===== src/rtl/loader_pkg.sv =====
// Shared types and constants for the byte-stream program loader.
// Build option: PROGRAM_LOADER_CHECKSUM_EN adds the trailing XOR checksum byte and its CSUM state.
package loader_pkg;

    localparam int LOADER_LEN_BYTES = 2;

`ifdef PROGRAM_LOADER_CHECKSUM_EN
    typedef enum logic [2:0] {
        IDLE,
        LEN_HI,
        LEN_LO,
        DATA,
        WRITE,
        CSUM,
        DONE,
        ERROR
    } loader_state_t;
`else
    typedef enum logic [2:0] {
        IDLE,
        LEN_HI,
        LEN_LO,
        DATA,
        WRITE,
        DONE,
        ERROR
    } loader_state_t;
`endif

    // Instruction words travel as whole bytes; pad bits above the word are dropped.
    function automatic int bytes_per_word(input int iw);
        return (iw + 7) / 8;
    endfunction

    function automatic logic state_takes_bytes(input loader_state_t s);
        logic takes;
        takes = 1'b0;
        case (s)
            LEN_HI, LEN_LO, DATA: takes = 1'b1;
`ifdef PROGRAM_LOADER_CHECKSUM_EN
            CSUM: takes = 1'b1;
`endif
            default: takes = 1'b0;
        endcase
        return takes;
    endfunction

endpackage


===== src/rtl/loader_word_assembler.sv =====
// Shifts incoming bytes MSB-first into an instruction word and flags the byte that completes it.
// The word output already includes the byte being presented, so it is valid in the completing cycle.
module loader_word_assembler #(
    parameter int IW = 10,
    parameter int B  = 2
) (
    input  logic          clk,
    input  logic          rst,
    input  logic          clear,
    input  logic          byte_valid,
    input  logic [7:0]    byte_in,
    output logic [IW-1:0] word,
    output logic          word_done
);

    localparam int            CW   = (B > 1) ? $clog2(B) : 1;
    localparam logic [CW-1:0] LAST = CW'(B - 1);

    logic [IW-1:0] shreg;
    logic [CW-1:0] count;

    assign word      = IW'({shreg, byte_in});
    assign word_done = byte_valid && (count == LAST);

    always_ff @(posedge clk) begin
        if (rst || clear) begin
            shreg <= '0;
            count <= '0;
        end else if (byte_valid) begin
            shreg <= word;
            count <= word_done ? '0 : count + CW'(1);
        end
    end

endmodule


===== src/rtl/program_loader.sv =====
// Receives a length-prefixed program over a byte handshake and writes it into instruction memory.
// Build option: PROGRAM_LOADER_CHECKSUM_EN requires a trailing XOR checksum byte before DONE.
module program_loader
    import loader_pkg::*;
#(
    parameter int M = 3,
    parameter int P = 4
) (
    input  logic               clk,
    input  logic               rst,
    input  logic [7:0]         rx_data,
    input  logic               rx_valid,
    output logic               rx_ready,
    input  logic               reload,
    output logic               imem_write_en,
    output logic [P-1:0]       imem_write_addr,
    output logic [4+2*M-1:0]   imem_write_data,
    output logic               cpu_hold,
    output logic               load_done,
    output logic               load_error
);

    localparam int IW    = 4 + 2 * M;
    localparam int B     = bytes_per_word(IW);
    localparam int LEN_W = 8 * LOADER_LEN_BYTES;
    localparam logic [LEN_W:0] LEN_MAX = {{LEN_W{1'b0}}, 1'b1} << P;

    loader_state_t state;
    loader_state_t next_state;

    logic             accept;
    logic [7:0]       len_hi;
    logic [LEN_W-1:0] frame_len;
    logic             len_bad;
    logic [P:0]       len;
    logic [P:0]       idx;
    logic [P:0]       idx_inc;

    logic             asm_clear;
    logic             asm_valid;
    logic             asm_done;
    logic [IW-1:0]    asm_word;

`ifdef PROGRAM_LOADER_CHECKSUM_EN
    logic [7:0]       csum;
`endif

    assign accept    = rx_valid && rx_ready;
    assign frame_len = {len_hi, rx_data};
    assign len_bad   = (frame_len == '0) || ({1'b0, frame_len} > LEN_MAX);
    // One extra bit so a full 2^P-instruction program ends without wrapping.
    assign idx_inc   = idx + (P+1)'(1);
    assign asm_valid = accept && (state == DATA);
    assign asm_clear = (state == IDLE);

    loader_word_assembler #(
        .IW (IW),
        .B  (B)
    ) u_asm (
        .clk        (clk),
        .rst        (rst),
        .clear      (asm_clear),
        .byte_valid (asm_valid),
        .byte_in    (rx_data),
        .word       (asm_word),
        .word_done  (asm_done)
    );

    always_comb begin
        next_state = state;
        case (state)
            IDLE:   next_state = LEN_HI;
            LEN_HI: if (accept) next_state = LEN_LO;
            LEN_LO: if (accept) next_state = len_bad ? ERROR : DATA;
            DATA:   if (asm_done) next_state = WRITE;
`ifdef PROGRAM_LOADER_CHECKSUM_EN
            WRITE:  next_state = (idx_inc < len) ? DATA : CSUM;
            CSUM:   if (accept) next_state = (rx_data == csum) ? DONE : ERROR;
`else
            WRITE:  next_state = (idx_inc < len) ? DATA : DONE;
`endif
            DONE,
            ERROR:  if (reload) next_state = IDLE;
            default: next_state = IDLE;
        endcase
    end

    // Outputs are registered from the upcoming state so they line up with the state they describe.
    always_ff @(posedge clk) begin
        if (rst) begin
            state           <= IDLE;
            len_hi          <= '0;
            len             <= '0;
            idx             <= '0;
            rx_ready        <= 1'b0;
            imem_write_en   <= 1'b0;
            imem_write_addr <= '0;
            imem_write_data <= '0;
            cpu_hold        <= 1'b1;
            load_done       <= 1'b0;
            load_error      <= 1'b0;
`ifdef PROGRAM_LOADER_CHECKSUM_EN
            csum            <= '0;
`endif
        end else begin
            state         <= next_state;
            rx_ready      <= state_takes_bytes(next_state);
            imem_write_en <= (next_state == WRITE);
            cpu_hold      <= (next_state != DONE);
            load_done     <= (next_state == DONE);
            load_error    <= (next_state == ERROR);

            if (state == LEN_HI && accept) begin
                len_hi <= rx_data;
            end
            if (state == LEN_LO && accept) begin
                len <= (P+1)'({1'b0, frame_len});
            end
            if (next_state == WRITE) begin
                imem_write_addr <= idx[P-1:0];
                imem_write_data <= asm_word;
            end

            if (state == IDLE) begin
                idx <= '0;
            end else if (state == WRITE) begin
                idx <= idx_inc;
            end

`ifdef PROGRAM_LOADER_CHECKSUM_EN
            if (state == IDLE) begin
                csum <= '0;
            end else if (accept && (state == LEN_HI || state == LEN_LO || state == DATA)) begin
                csum <= csum ^ rx_data;
            end
`endif
        end
    end

endmodule


===== config.mk =====
export PLATFORM = sky130hd
export DESIGN_NAME = program_loader
export DESIGN_NICKNAME = d
export VERILOG_FILES = /design/src/rtl/loader_pkg.sv /design/src/rtl/loader_word_assembler.sv /design/src/rtl/program_loader.sv
export SDC_FILE = /design/constraint.sdc
export NUM_CORES = 1
export LEC_CHECK = 0
export CORE_ASPECT_RATIO = 0.5
export CORE_MARGIN = 2
export CORE_UTILIZATION = 51
export DETAILED_ROUTE_END_ITERATION = 12
export MAX_ROUTING_LAYER = met4
export PLACE_DENSITY = 0.75
export SYNTH_ARGS = -nofsm -noshare
export SYNTH_HDL_FRONTEND = slang
export SYNTH_HIERARCHICAL = 1
export SYNTH_SLANG_ARGS = --single-unit

===== constraint.sdc =====
create_clock -name clk -period 2.7 [get_ports clk]
set_input_delay 0.54 -clock clk [delete_from_list [all_inputs] [get_ports clk]]
set_output_delay 0.54 -clock clk [all_outputs]
set_load 0.01 [all_outputs]

==> results of run 1 <==
## worst max path at each step
stage                                   start                  end  cells after the start
after floorplan           state[1]$_SDFF_PP0_  cpu_hold$_SDFF_PP1_                     11
after global placement               rx_valid  cpu_hold$_SDFF_PP1_                      8
after detailed placement             rx_valid  cpu_hold$_SDFF_PP1_                      8
after CTS                 idx[0]$_SDFFE_PP0N_  cpu_hold$_SDFF_PP1_                      8
after global routing      idx[0]$_SDFFE_PP0N_  cpu_hold$_SDFF_PP1_                      8
final                     idx[0]$_SDFFE_PP0N_  cpu_hold$_SDFF_PP1_                      8
## flip-flops by register name, indices dropped and copies added (netlist names), 2 cells and up
name	cells
state	3
imem_write_data	10
imem_write_addr	4
len_hi	8
u_asm/shreg	2
idx	5
len	5
## critical path: cells and delay by family (launching register included)
| kind | cells | cell delay (ns) |
|---|---|---|
| simple gates | 4 | 0.91 |
| fa+ha+maj | 2 | 0.56 |
| xor+xnor | 1 | 0.16 |
| flops | 1 | 0.42 |
| compound gates | 1 | 0.10 |
## area by class of cell
cell class | count | area share (%)
well taps | 51 | 2.67
multi-input cells | 154 | 41.0
inverters | 4 | 0.627
clock inverters | 1 | 0.314
clock buffers | 7 | 4.03
flip-flops and latches | 43 | 36.0
repair buffers | 39 | 15.4
## synth_stat cells (all sizes together), types with 4 or more instances
library cell  count
a21o              4
xnor2             4
and3              4
nor3              7
inv               4
dfxtp            43
clkbuf            7
nand2            33
nand3             5
nor2             20
ha                5
mux2i            15
buf              15
a21oi            20
## logic make-up (layout without fill, tap and decap cells)
family,count (synthesis),count (layout),synth area share (%)
DFF,43,43,43.5
xor gates and xnor gates,5,5,2.21
and+or+nand+nor,88,88,23.5
muxes,15,15,7.59
buffers and inverters,26,51,7.21
adders and majority gates,5,5,3.16
AOI/OAI and AO/OA,41,41,12.8
## where the power goes
part           total (mW)  switching (mW)  internal, mW
clock               0.448           0.215         0.233
sequential          0.655          0.0113         0.644
combinational       0.114          0.0600        0.0539
## metal layers
layer / share of wire (%) / vias up / GRT usage, %
met5: 0 / - / -
met2: 44 / 30 / 33.1
li1: - / 812 / -
met4: 1.2 / 0 / 5.67
met3: 3.8 / 6 / 5.67
met1: 51 / 752 / 27.3
==> results.py, run 1 <==
metrics = {
    "status": {
        "run_status": "complete, no violations",
    },
    "cells_and_area": {
        "diodes": 0,
        "final_core_util_pct": 67.1,
        "multi_input_area_sq_um": 982,
        "filler_cell_count": 290,
        "layoutNonFillerInstCount": 299,
        "mostFrequentLayoutCells": "dfxtp_1 (43), nand2_1 (33), clkdlybuf4s50_1 (30), nor2_1 (20), a21oi_1 (20)",
        "layout_commonest_cell": "dfxtp_1",
        "area_growth_synth_to_finish_pct": 20.9,
        "final_net_count": 264,
        "fin_area_sq_um": 2390,
        "seq_area_sq_um": 861,
        "layout-drive-gt1-share_pct": 10.9,
    },
    "floorplanning": {
        "floorplan.initialDensity_pct": 55.5,
        "fp.dieH_um": 48.1,
        "total_die_area_sq_um": 4430,
        "placement_rows": 15,
        "die_width_um": 92.1,
        "num_io_pins": 31,
        "core_sq_um": 3570,
    },
    "sta": {
        "grt_setup_unrepaired": "no",
        "maxSlewHeadroom_pct": 61.0,
        "finalHoldViolCount": 0,
        "hold-worst-slack_ns": 0.455,
        "timing.final.setup_violations": 0,
        "timing.clock.skew_ns": 0.00886,
        "setup_tns_ns": 0,
        "maxSlewViolCount": 0,
        "achievable-frequency_mhz": 443,
        "worst_slack_ns": 0.442,
        "transition_time_at_the_pin_with_the_least_slew_margin_ns": 0.585,
        "period_needed_ns": 2.26,
        "finalCritPeriodShare_pct": 83.6,
    },
    "clock_network": {
        "ctsHoldBuffers": 0,
        "tritoncts.num_buffers": 5,
        "clk-insertion-delay-late_ns": 0.29,
        "clock-sinks": 43,
        "post_cts.resized_instances": 0,
        "clock_tree.htree_level_count": 2,
        "clock_tree.root_cell": "clkbuf_8",
        "tritoncts": "done",
        "clockBufferDepth": 2,
        "path_clk_slew_ns": 0.08,
        "postCtsSetupBuffers": 0,
    },
    "grt": {
        "number_of_global_route_vias_before_repair": 1448,
        "initial_antenna_violation_count": 0,
        "grt_first_pass_wirelength_um": 6710,
        "track_usage_pct": 21.0,
        "grt.overflow.total": 0,
        "grt_max_degree": 36,
    },
    "flow_run": {
        "drv.max_cap_violation_count": 0,
    },
    "synth": {
        "number_of_enable_flip_flop_cells_after_synthesis": 0,
        "synthesis.area_sq_um": 1980,
        "synth.area.top_cells": "dfxtp_1 (43%), mux2i_1 (7.6%), nand2_1 (6.3%)",
        "yosysTopAreaCellShare_pct": 43.5,
        "ys.warnings.count": 6,
        "synthFlopType": "dfxtp_1",
        "netlist.top_cell.by_area": "dfxtp_1",
        "synth.ff_latch_count": 43,
        "synth_cell_types": 47,
        "synth.avg_cell_area_sq_um": 8.88,
        "syn-num-nets": 240,
        "syn-instance-count": 223,
        "synth.yosys.seq_area_share_pct": 43.5,
        "synth_async_sr_flop_share_pct": 0,
    },
    "worst_setup_path": {
        "cp_slowest_cell": "dfxtp_1",
        "reg2reg_slack_ns": 0.44,
        "criticalPathCategory": "flop to flop",
        "crit_path_max_fanout": 6,
        "reg2reg_depth": 8,
        "max_stage_delay_ns": 0.42,
        "reg2reg_to": "cpu_hold$_SDFF_PP1_",
        "cp.arrival_ns": 2.44,
        "required_time_of_the_critical_path_ns": 2.88,
        "regToRegStartpoint": "idx[0]$_SDFFE_PP0N_",
        "timing.critical_path.from_type": "flop",
        "critical_path.cell_chain": "ha_1 -> nand3_1 -> xnor2_1 -> ha_1 -> and3_1 -> o211ai_1 -> and3_1 -> or3_1",
        "critical_path.endpoint_type": "flop",
    },
    "route": {
        "drt_pass1_iterations": 4,
        "detail_route.wirelength_um": 4130,
        "first_iter_violations": 63,
        "drc": 0,
        "wl_per_cell_um": 13.8,
        "routed-via-count": 1600,
        "detail-route-antenna-nets": 0,
        "detail_route.vias_per_cell": 5.35,
    },
    "power_and_ir_drop": {
        "power_per_cell_area_nw_per_um2": 508,
        "power.total_mw": 1.22,
        "power_leakage_nw": 0.832,
        "power.ir.vdd_worst_v": 0.000324,
    },
    "placed_design": {
        "dpl_worst_slack_ns": 0.190,
        "placedInstanceArea_sq_um": 2290,
        "dpl.hpwl_um": 3020,
        "gp_routability_congestion": 0.830,
        "dp_cells": 291,
        "io_buffer_count": 30,
    },
    "worst_hold_path": {
        "worstHoldEndpoint": "imem_write_data[0]$_SDFFE_PP0P_",
        "worstHoldStart": "imem_write_data[0]$_SDFFE_PP0P_",
        "tightest_hold_check_type": "flop to flop",
        "timing.hold.worst_path_depth": 2,
    },
}
Power figures use the tool's default switching activity.
==> run 2, diff against run 1 <==
--- a/config.mk
+++ b/config.mk
@@ -7,10 +7,10 @@
 export LEC_CHECK = 0
 export CORE_ASPECT_RATIO = 0.5
 export CORE_MARGIN = 2
-export CORE_UTILIZATION = 51
+export CORE_UTILIZATION = 48
 export DETAILED_ROUTE_END_ITERATION = 12
 export MAX_ROUTING_LAYER = met4
-export PLACE_DENSITY = 0.75
+export PLACE_DENSITY = 0.74
 export SYNTH_ARGS = -nofsm -noshare
 export SYNTH_HDL_FRONTEND = slang
 export SYNTH_HIERARCHICAL = 1
==> constraint.sdc (replaced) <==
create_clock -name clk -period 1.9 [get_ports clk]
set_input_delay 0.38 -clock clk [delete_from_list [all_inputs] [get_ports clk]]
set_output_delay 0.38 -clock clk [all_outputs]
set_load 0.01 [all_outputs]
==> results.py, run 2 (synthesis gave the netlist of run 1 again) <==
metrics = {
    "placed_design": {
        "placedInstanceArea_sq_um": 2460,
        "dpl.hpwl_um": 3400,
        "io_buffer_count": 30,
        "dpl_worst_slack_ns": -0.358,
        "dp_cells": 311,
        "gp_routability_congestion": 0.906,
    },
    "worst_hold_path": {
        "tightest_hold_check_type": "flop to flop",
        "timing.hold.worst_path_depth": 2,
    },
    "worst_setup_path": {
        "crit_path_max_fanout": 6,
        "reg2reg_depth": 8,
        "reg2reg_slack_ns": -0.07,
        "critical_path.endpoint_type": "flop",
        "worst_setup_path_startpoint": "idx[1]$_SDFFE_PP0N_",
        "worst_path_most_repeated_cell": "and3_4",
        "timing.critical_path.from_type": "flop",
        "crit_path_end": "cpu_hold$_SDFF_PP1_",
        "required_time_of_the_critical_path_ns": 2.09,
        "worstSetupPathDepth": 8,
        "cp.arrival_ns": 2.16,
        "regToRegStartpoint": "idx[1]$_SDFFE_PP0N_",
        "reg2reg_to": "cpu_hold$_SDFF_PP1_",
        "max_stage_delay_ns": 0.37,
        "critical-path-top-delay-family": "simple AND/OR/NAND/NOR gates",
        "timing.critical_path.buf_inv": 0,
        "criticalPathCategory": "flop to flop",
        "critical_path.cell_chain": "ha_4 -> nand3_4 -> xnor2_2 -> ha_1 -> and3_4 -> o211ai_1 -> and3_4 -> or3_1",
        "cp_slowest_cell": "dfxtp_4",
    },
    "cells_and_area": {
        "largestRegisters": "imem_write_data: 10 flops, len_hi: 8 flops",
        "top_register": "imem_write_data",
        "layout_commonest_cell": "dfxtp_1",
        "layout-drive-gt1-share_pct": 22.8,
        "layoutNonFillerInstCount": 321,
        "diodes": 0,
        "mostFrequentLayoutCells": "dfxtp_1 (40), nand2_1 (31), clkdlybuf4s50_1 (30), buf_4 (28), a21oi_1 (20)",
        "filler_cell_count": 325,
        "fin_area_sq_um": 2640,
        "area_growth_synth_to_finish_pct": 33.4,
        "final_core_util_pct": 67.3,
        "final_net_count": 283,
        "largest_register_ffs": 10,
    },
    "status": {
        "run_status": "finished, violations left",
        "violations_in_the_final_reports": "setup timing",
    },
    "route": {
        "wl_per_cell_um": 14.5,
        "first_iter_violations": 50,
        "routed-via-count": 1711,
        "drt_pass1_iterations": 4,
        "detail_route.vias_per_cell": 5.33,
        "drc": 0,
        "detail_route.wirelength_um": 4660,
        "detail-route-antenna-nets": 0,
    },
    "floorplanning": {
        "placement_rows": 16,
        "core_sq_um": 3920,
        "total_die_area_sq_um": 4680,
        "floorplan.initialDensity_pct": 50.4,
        "num_io_pins": 31,
        "fp.dieH_um": 49.4,
        "die_width_um": 94.8,
    },
    "clock_network": {
        "clock_tree.root_cell": "clkbuf_8",
        "tritoncts": "done",
        "ctsHoldBuffers": 0,
        "clk-insertion-delay-late_ns": 0.30,
        "clock-sinks": 43,
        "path_clk_slew_ns": 0.08,
        "clock_tree.htree_level_count": 2,
        "tritoncts.num_buffers": 5,
        "clockBufferDepth": 2,
    },
    "power_and_ir_drop": {
        "sw_frac_of_total_pct": 23.1,
        "power.net_switching_mw": 0.428,
        "share_of_total_power_in_the_clock_network_pct": 40.0,
        "power.total_mw": 1.85,
        "power.combinational.fraction_pct": 10.1,
        "p_seq_share_pct": 49.9,
        "power_report.internal_total_mw": 1.43,
        "power_leakage_nw": 0.969,
        "power.ir.vdd_worst_v": 0.000490,
        "power_per_cell_area_nw_per_um2": 703,
    },
    "grt": {
        "grt_max_degree": 36,
        "grt.overflow.total": 0,
        "initial_antenna_violation_count": 0,
        "grt_first_pass_wirelength_um": 7600,
        "track_usage_pct": 22.1,
        "number_of_global_route_vias_before_repair": 1622,
    },
    "sta": {
        "transition_time_at_the_pin_with_the_least_slew_margin_ns": 0.353,
        "period_needed_ns": 1.97,
        "timing.final.setup_violations": 3,
        "finalCritPeriodShare_pct": 104,
        "achievable-frequency_mhz": 506,
        "finalHoldViolCount": 0,
        "maxSlewViolCount": 0,
        "grt_setup_unrepaired": "yes",
        "timing.clock.skew_ns": 0.00415,
        "maxSlewHeadroom_pct": 76.4,
        "worst_slack_ns": -0.0750,
    },
    "flow_run": {
        "drv.max_cap_violation_count": 0,
    },
}
run 2: what timing repair did:
| item | 4_1_cts | 5_1_grt |
|---|---|---|
| pin swaps | 1 | 8 |
| resized for setup | 7 | 5 |
| endpoints found under the setup margin | 6 | 8 |
| buffers inserted | 1 | 1 |
run 2: worst min path at each step:
stage / to / from
final: imem_write_data[1]$_SDFFE_PP0P_ / imem_write_data[1]$_SDFFE_PP0P_
after global routing: imem_write_data[4]$_SDFFE_PP0P_ / imem_write_data[4]$_SDFFE_PP0P_
after CTS: imem_write_data[1]$_SDFFE_PP0P_ / imem_write_data[1]$_SDFFE_PP0P_
after detailed placement: imem_write_data[1]$_SDFFE_PP0P_ / imem_write_data[1]$_SDFFE_PP0P_
after global placement: imem_write_data[2]$_SDFFE_PP0P_ / imem_write_data[2]$_SDFFE_PP0P_
after floorplan: imem_write_data[8]$_SDFFE_PP0P_ / u_asm/shreg[0]$_SDFFE_PP0P_
run 2: area by class of cell:
| type | count | area, sq um | area share, % |
|---|---|---|---|
| clock buffers | 6 | 82.6 | 3.13 |
| clock inverters | 2 | 35.0 | 1.33 |
| inverters | 4 | 15.0 | 0.569 |
| multi-input cells | 154 | 1060 | 40.2 |
| flip-flops and latches | 43 | 867 | 32.8 |
| well taps | 54 | 67.6 | 2.56 |
| repair buffers | 58 | 510 | 19.3 |
run 2: power groups by stage:
stage,combinational (mW),sequential (mW),clock (mW)
after floorplan,0.119,0.947,0
after global placement,0.177,0.947,0
after detailed placement,0.182,0.948,0
after CTS,0.185,0.926,0.761
after global routing,0.204,0.928,0.800
final,0.188,0.925,0.741
run 2: stage by stage:
| step | setup TNS, ns | hold slack (ns) |
|---|---|---|
| final | -0.198 | 0.456 |
| after global routing | -0.572 | 0.482 |
| after CTS | -0.111 | 0.457 |
| after detailed placement | -4.22 | 0.446 |
| after global placement | -3.34 | 0.445 |
| after floorplan | -0.138 | 0.431 |
run 2: layer usage:
| layer | up-vias | GRT usage [%] | wire length (um) |
|---|---|---|---|
| met5 | - | - | 0 |
| met4 | 0 | 9.66 | 95 |
| met3 | 11 | 5.72 | 171 |
| met2 | 28 | 33.0 | 2130 |
| li1 | 852 | - | - |
| met1 | 820 | 28.5 | 2270 |
run 2: worst min-delay path, cell delays in order, from the launching register on:
cell and delay, ns:
dfxtp_1 0.31, nand2_1 0.05, a21oi_1 0.05
==> run 3, diff against run 2 <==
--- a/config.mk
+++ b/config.mk
@@ -5,6 +5,7 @@
 export SDC_FILE = /design/constraint.sdc
 export NUM_CORES = 1
 export LEC_CHECK = 0
+export CAP_MARGIN = 20
 export CORE_ASPECT_RATIO = 0.5
 export CORE_MARGIN = 2
 export CORE_UTILIZATION = 48
==> results of run 3 <==
Final layout, timing and power as in run 2 (identical DEF).
